## src/rtl/game_pkg.sv

```systemverilog
// Shared maze-game definitions: session state encoding and BCD digit type,
// used by the flow controller and the screen/LED/voice/7-seg blocks.
package game_pkg;

  localparam int STATE_W = 3;

  typedef enum logic [STATE_W-1:0] {
    ST_INIT  = 3'd0,
    ST_WAIT  = 3'd1,
    ST_GAME  = 3'd2,
    ST_WIN   = 3'd3,
    ST_LOSE  = 3'd4,
    ST_PAUSE = 3'd5
  } game_state_e;

  typedef logic [3:0] bcd_t;

endpackage

```

## src/rtl/bcd_down_timer.sv

```systemverilog
// Min:sec BCD countdown. Loads a start value, decrements once per enable and
// stops at 0:00 instead of wrapping.
module bcd_down_timer
  import game_pkg::*;
#(
  parameter int RST_MIN = 4,
  parameter int RST_SEC = 44
) (
  input  logic clk,
  input  logic rst,
  input  logic load_i,
  input  logic en_i,
  input  bcd_t ld_min_i,
  input  bcd_t ld_sec10_i,
  input  bcd_t ld_sec1_i,
  output bcd_t min_o,
  output bcd_t sec10_o,
  output bcd_t sec1_o,
  output logic zero_o
);

  localparam bcd_t RST_MIN_D   = 4'(RST_MIN);
  localparam bcd_t RST_SEC10_D = 4'(RST_SEC / 10);
  localparam bcd_t RST_SEC1_D  = 4'(RST_SEC % 10);

  bcd_t min_q, min_d;
  bcd_t sec10_q, sec10_d;
  bcd_t sec1_q, sec1_d;
  logic zero;

  assign zero = (min_q == 4'd0) && (sec10_q == 4'd0) && (sec1_q == 4'd0);

  always_comb begin
    min_d   = min_q;
    sec10_d = sec10_q;
    sec1_d  = sec1_q;
    if (load_i) begin
      min_d   = ld_min_i;
      sec10_d = ld_sec10_i;
      sec1_d  = ld_sec1_i;
    end else if (en_i && !zero) begin
      // Not at 0:00, so a double borrow always finds a nonzero minute digit.
      if (sec1_q != 4'd0) begin
        sec1_d = sec1_q - 4'd1;
      end else begin
        sec1_d = 4'd9;
        if (sec10_q != 4'd0) begin
          sec10_d = sec10_q - 4'd1;
        end else begin
          sec10_d = 4'd5;
          min_d   = min_q - 4'd1;
        end
      end
    end
  end

  always_ff @(posedge clk or posedge rst) begin
    if (rst) begin
      min_q   <= RST_MIN_D;
      sec10_q <= RST_SEC10_D;
      sec1_q  <= RST_SEC1_D;
    end else begin
      min_q   <= min_d;
      sec10_q <= sec10_d;
      sec1_q  <= sec1_d;
    end
  end

  assign min_o   = min_q;
  assign sec10_o = sec10_q;
  assign sec1_o  = sec1_q;
  assign zero_o  = zero;

endmodule

```

## src/rtl/game_flow_ctrl.sv

```systemverilog
// Maze-game session controller: state machine, seconds prescaler, pre-level
// wait countdown, hit points, level progression and the per-level timer.
module game_flow_ctrl
  import game_pkg::*;
#(
  parameter int TICK_DIV   = 100_000_000,
  parameter int START_MIN  = 4,
  parameter int START_SEC  = 44,
  parameter int WAIT_SEC   = 3,
  parameter int MAX_HP     = 3,
  parameter int HP_W       = 3,
  parameter int NUM_LEVELS = 3,
  parameter int LVL_W      = 2
) (
  input  logic             clk,
  input  logic             rst,
  input  logic             start,
  input  logic             pause,
  input  logic             goal,
  input  logic             damage,
  input  logic             heal,
  output logic [2:0]       state,
  output logic [LVL_W-1:0] level,
  output logic [HP_W-1:0]  hp,
  output logic [3:0]       t_min,
  output logic [3:0]       t_sec10,
  output logic [3:0]       t_sec1,
  output logic [3:0]       wait_left,
  output logic             sec_tick
);

  localparam int              PW       = $clog2(TICK_DIV);
  localparam logic [PW-1:0]   PMAX     = PW'(TICK_DIV - 1);
  localparam logic [HP_W-1:0] HP_MAX   = HP_W'(MAX_HP);
  localparam logic [LVL_W-1:0] LVL_LAST = LVL_W'(NUM_LEVELS - 1);
  localparam logic [3:0]      WAIT_LD  = 4'(WAIT_SEC);
  localparam bcd_t            LD_MIN   = 4'(START_MIN);
  localparam bcd_t            LD_SEC10 = 4'(START_SEC / 10);
  localparam bcd_t            LD_SEC1  = 4'(START_SEC % 10);

  game_state_e      state_q, state_d;
  logic [LVL_W-1:0] level_q, level_d;
  logic [HP_W-1:0]  hp_q, hp_d;
  logic [3:0]       wait_q, wait_d;
  logic [PW-1:0]    presc_q, presc_d;
  logic             sec_tick_q;

  logic          tick;
  logic          tmr_load;
  logic          tmr_en;
  logic          tmr_zero;
  logic [PW-1:0] presc_run;

  assign presc_run = (presc_q == PMAX) ? '0 : presc_q + 1'b1;

  always_comb begin
    state_d  = state_q;
    level_d  = level_q;
    hp_d     = hp_q;
    wait_d   = wait_q;
    tmr_load = 1'b0;
    tick     = 1'b0;

    case (state_q)
      ST_INIT, ST_WIN, ST_LOSE: begin
        if (start) begin
          state_d = ST_WAIT;
          level_d = '0;
          hp_d    = HP_MAX;
        end
      end
      ST_WAIT: begin
        if (presc_q == PMAX) begin
          tick = 1'b1;
          if (wait_q <= 4'd1) begin
            state_d = ST_GAME;
            wait_d  = 4'd0;
          end else begin
            wait_d = wait_q - 4'd1;
          end
        end
      end
      ST_GAME: begin
        // A goal consumes the cycle: hp changes sampled alongside it are dropped.
        if (goal) begin
          if (level_q == LVL_LAST) begin
            state_d = ST_WIN;
          end else begin
            state_d = ST_WAIT;
            level_d = level_q + 1'b1;
          end
        end else begin
          if (damage && !heal && hp_q != '0) begin
            hp_d = hp_q - 1'b1;
          end else if (heal && !damage && hp_q != HP_MAX) begin
            hp_d = hp_q + 1'b1;
          end
          if (hp_q == '0 || tmr_zero) begin
            state_d = ST_LOSE;
          end else if (pause) begin
            state_d = ST_PAUSE;
          end else begin
            tick = (presc_q == PMAX);
          end
        end
      end
      ST_PAUSE: begin
        if (pause) begin
          state_d = ST_GAME;
        end
      end
      default: state_d = ST_INIT;
    endcase

    if (state_d == ST_WAIT && state_q != ST_WAIT) begin
      tmr_load = 1'b1;
      wait_d   = WAIT_LD;
    end

    // Entering or leaving PAUSE keeps the partial second; any other entry restarts it.
    if (state_d != state_q) begin
      presc_d = (state_d == ST_PAUSE || state_q == ST_PAUSE) ? presc_q : '0;
    end else if (state_q == ST_WAIT || state_q == ST_GAME) begin
      presc_d = presc_run;
    end else if (state_q == ST_PAUSE) begin
      presc_d = presc_q;
    end else begin
      presc_d = '0;
    end
  end

  assign tmr_en = tick && (state_q == ST_GAME);

  always_ff @(posedge clk or posedge rst) begin
    if (rst) begin
      state_q    <= ST_INIT;
      level_q    <= '0;
      hp_q       <= HP_MAX;
      wait_q     <= WAIT_LD;
      presc_q    <= '0;
      sec_tick_q <= 1'b0;
    end else begin
      state_q    <= state_d;
      level_q    <= level_d;
      hp_q       <= hp_d;
      wait_q     <= wait_d;
      presc_q    <= presc_d;
      sec_tick_q <= tick;
    end
  end

  bcd_down_timer #(
    .RST_MIN (START_MIN),
    .RST_SEC (START_SEC)
  ) u_timer (
    .clk        (clk),
    .rst        (rst),
    .load_i     (tmr_load),
    .en_i       (tmr_en),
    .ld_min_i   (LD_MIN),
    .ld_sec10_i (LD_SEC10),
    .ld_sec1_i  (LD_SEC1),
    .min_o      (t_min),
    .sec10_o    (t_sec10),
    .sec1_o     (t_sec1),
    .zero_o     (tmr_zero)
  );

  assign state     = state_q;
  assign level     = level_q;
  assign hp        = hp_q;
  assign wait_left = wait_q;
  assign sec_tick  = sec_tick_q;

endmodule

```

## config.mk

```make
export PLATFORM = sky130hd
export DESIGN_NAME = game_flow_ctrl
export DESIGN_NICKNAME = d
export VERILOG_FILES = /design/src/rtl/game_pkg.sv /design/src/rtl/bcd_down_timer.sv /design/src/rtl/game_flow_ctrl.sv
export SDC_FILE = /design/constraint.sdc
export NUM_CORES = 1
export LEC_CHECK = 0
export BUFFER_PORTS_ARGS = -buffer_cell sky130_fd_sc_hd__buf_2
export CORE_MARGIN = 1.5
export CORE_UTILIZATION = 39
export CTS_BUF_LIST = sky130_fd_sc_hd__clkbuf_16
export DETAILED_ROUTE_END_ITERATION = 10
export PLACE_DENSITY = 0.64
export SETUP_SLACK_MARGIN = 0.15
export SLEW_MARGIN = 5
export SYNTH_ARGS = -nofsm -noshare
export SYNTH_HDL_FRONTEND = slang
export SYNTH_SLANG_ARGS = --single-unit
export TNS_END_PERCENT = 20
```

## constraint.sdc

```tcl
create_clock -name clk -period 4.23 [get_ports clk]
set_input_delay 0 -clock clk [delete_from_list [all_inputs] [get_ports clk]]
set_output_delay 0 -clock clk [all_outputs]
set_load 0.02 [all_outputs]
```

==> impl_metrics.ini <==
[power]
power_per_cell_area_nw_per_um2 = 350
leakage_nw = 1.82
peakVddDrop_uv = 216

[sta]
setup_viol = 0
slew_headroom_pct = 46.3
finalCriticalPeriod_ps = 2990
slew_viol_final = 0
fin_skew_ps = 6.85
hold_violations = 0
period_share_pct = 70.8
rsz0062_at_grt = false
fmax_ghz = 0.334
worst_slew_pin_slew_ps = 805
fin_tns_setup_ps = 0

[clock_network]
cts-root-buf = clkbuf_16
cts_made_buffers = 5
cts-resized-gates = 0
insertion_delay_ps = 290
cts-htree-levels = 2
clk_path_buf_depth = 2
clk_pin_slew_ps = 70
clock-sinks = 52
cts_tree = yes

[drt]
drc = 0
vias = 2901
drtIter0Drc = 96
firstDrtPassIters = 4
wirelength_um = 7650
drtAntennaViolNets = 0
wl_per_cell_um = 15.3
avgViaCountPerCell = 5.80

[global_routing]
grt_pass1_wl_um = 12900
grt-ovfl-total = 0
grt_max_degree = 53
grt_pass1_vias = 2668
grtUsageTotal_pct = 17.8
antenna_found_initial = 0

[synth]
synth_compound_area_share_pct = 16.5
synthTopCellsByArea = dfrtp_1 33%, dfstp_2 5.5%, and3_1 4.1%
yosysWarningCount = 0
avgSynthCellArea_um2 = 9.18
synth_seq_cells = 52
yosys.area_share.simple_pct = 33.5
synthAdderAreaFrac_pct = 3.56
synth_top_family_by_area = simple AND/OR/NAND/NOR gates
syn-instance-count = 367
seq_area_frac_synth_pct = 38.9
synth_top_area_share_pct = 33.4
synth_nets = 383
synthXorXnorAreaFrac_pct = 1.30
synth_mux_area_share_pct = 1.52
synth_flop_cell = dfrtp_1
synth-edff-count = 0
syn-cell-area_um2 = 3370
async_reset_ff_share_pct = 100
synth.distinct_cells = 66
synth_area_leader_cell = dfrtp_1

[layout]
area_growth_pct = 11.8
nNetsFinal = 410
insertedDiodeCount = 0
fillers = 815
final_common_cell = dfrtp_1
regArea_um2 = 1310
drive_gt1_share_pct = 18.0
multi_input_area_um2 = 1900
layout_common_cells = 45 x dfrtp_1, 31 x buf_2, 30 x nand2_1, 23 x nor3_1
final_area_um2 = 3770

[worst_setup_path]
crit_fanout = 22
start_kind = flop
crit_type = flop to flop
arrival_ps = 3220
crit_path_end_kind = flop
regToRegSetupSlack_ps = 1240
cp.required_ps = 4450

[die]
dieWidth_um = 96.0
io_pins = 32
rows = 33
die-area_um2 = 9210
coreArea_um2 = 8300
die_h_um = 96.0
start_util_pct = 40.6

[place]
port_buffers = 31
globalplace.congestion = 0.842
hpwl_um = 5350
dpl_cell_area_um2 = 3590

[status]
status = complete, no violations

[flow_run]
drv_cap = 0

[hold_path]
hold_class = input port to flop
[repair_timing]
item                                   CTS  global route
endpoints found under the hold margin   45             0
hold buffers                             1             0
setup buffers                            0             0
setup endpoints to repair                0             0
[power by group]
part	switching, W	total [W]	internal, W	leakage [nW]
registers	0.0000544	0.000592	0.000538	0.691
logic	0.000163	0.000263	0.000100	1.05
clock network	0.000186	0.000465	0.000278	0.0798
[critical path, cell delays in order, from the launching register on]
cell	delay, ps
dfrtp_1	390
inv_1	90
ha_1	160
nor3b_1	400
a311oi_1	230
o21ba_2	290
a2111o_1	680
or4_1	610
nand3_1	80
[cells in the mapped netlist (3+ instances only)]
| library cell | count |
|---|---|
| nor2b_1 | 3 |
| a211o_1 | 14 |
| nor3_1 | 23 |
| a21o_1 | 3 |
| nand4_1 | 11 |
| clkbuf_1 | 3 |
| or3_1 | 10 |
| nor2_1 | 20 |
| nand3b_1 | 8 |
| ha_1 | 8 |
| nand2_1 | 30 |
| nand2b_1 | 7 |
| and2_1 | 7 |
| mux2i_1 | 4 |
| a21oi_1 | 14 |
| a221o_1 | 3 |
| buf_2 | 7 |
| nor4_1 | 3 |
| a311oi_1 | 3 |
| nor3_2 | 3 |
| and3_1 | 22 |
| o41ai_1 | 3 |
| dfstp_2 | 7 |
| o21ai_0 | 8 |
| buf_4 | 4 |
| and4_1 | 3 |
| dfrtp_1 | 45 |
| xnor2_1 | 3 |
| inv_1 | 20 |
| nand3_1 | 22 |
[flip-flops by register name (all words and copies together), names as in the netlist]
register and flops:
u_timer.sec10_o 4, u_timer.sec1_o 4, wait_left 4, hp 3, state 3, level 2
presc_q 27, u_timer.min_o 4, sec_tick 1
[routing by layer]
metal	track usage (%)	up-vias	routed length (um)	part of all wire, %
met4	4.53	0	82	1.1
met5	0	-	0	0
met2	29.5	37	3710	49
met1	23.8	1425	3650	48
li1	-	1431	-	-
met3	3.24	8	203	2.7
[area by class of cell]
class	count	share of cell area (%)
Multi-Input combinational cell	280	50.3
Sequential cell	52	34.8
Timing Repair Buffer	35	4.98
Tap cell	105	3.49
Clock buffer	5	3.32
Inverter	20	1.99
Clock inverter	3	1.13
[final timing paths]
| check | endpoint | startpoint | depth (start not counted) |
|---|---|---|---|
| worst min-delay path | state[2] | goal | 2 |
| worst max register to register | presc_q[26] | u_timer.min_o[0] | 8 |
| worst max-delay path | presc_q[26] | u_timer.min_o[0] | 8 |
| min in group asynchronous | u_timer.min_o[0] | rst | 4 |
| worst min register to register | level[1] | level[1] | 1 |
| max in group asynchronous | presc_q[21] | rst | 4 |
[cells by family (layout without fill, tap and decap cells)]
kind of cell,count (synthesis),in the layout
AND/OR/NAND/NOR,191,191
AO/OA/AOI/OAI,70,70
flip-flops,52,52
buffers and inverters,35,63
adder cells (fa/ha/maj),9,9
XOR/XNOR,5,5
multiplexers,5,5
[metrics by stage]
stage / power (W) / hold WS (ps) / setup slack (ps) / utilization, % / cells
global placement: 0.000859 / 228 / 1270 / 43.3 / 491
finish: 0.00132 / 15.4 / 1240 / 45.4 / 500
floorplan: 0.000802 / 127 / 1680 / - / 367
global route: 0.00139 / 34.9 / 898 / 45.4 / 500
detailed placement: 0.000867 / 231 / 1220 / 43.3 / 491
CTS: 0.00134 / 11.8 / 1190 / 45.4 / 500
No activity file was read; power rests on OpenSTA's default activity.
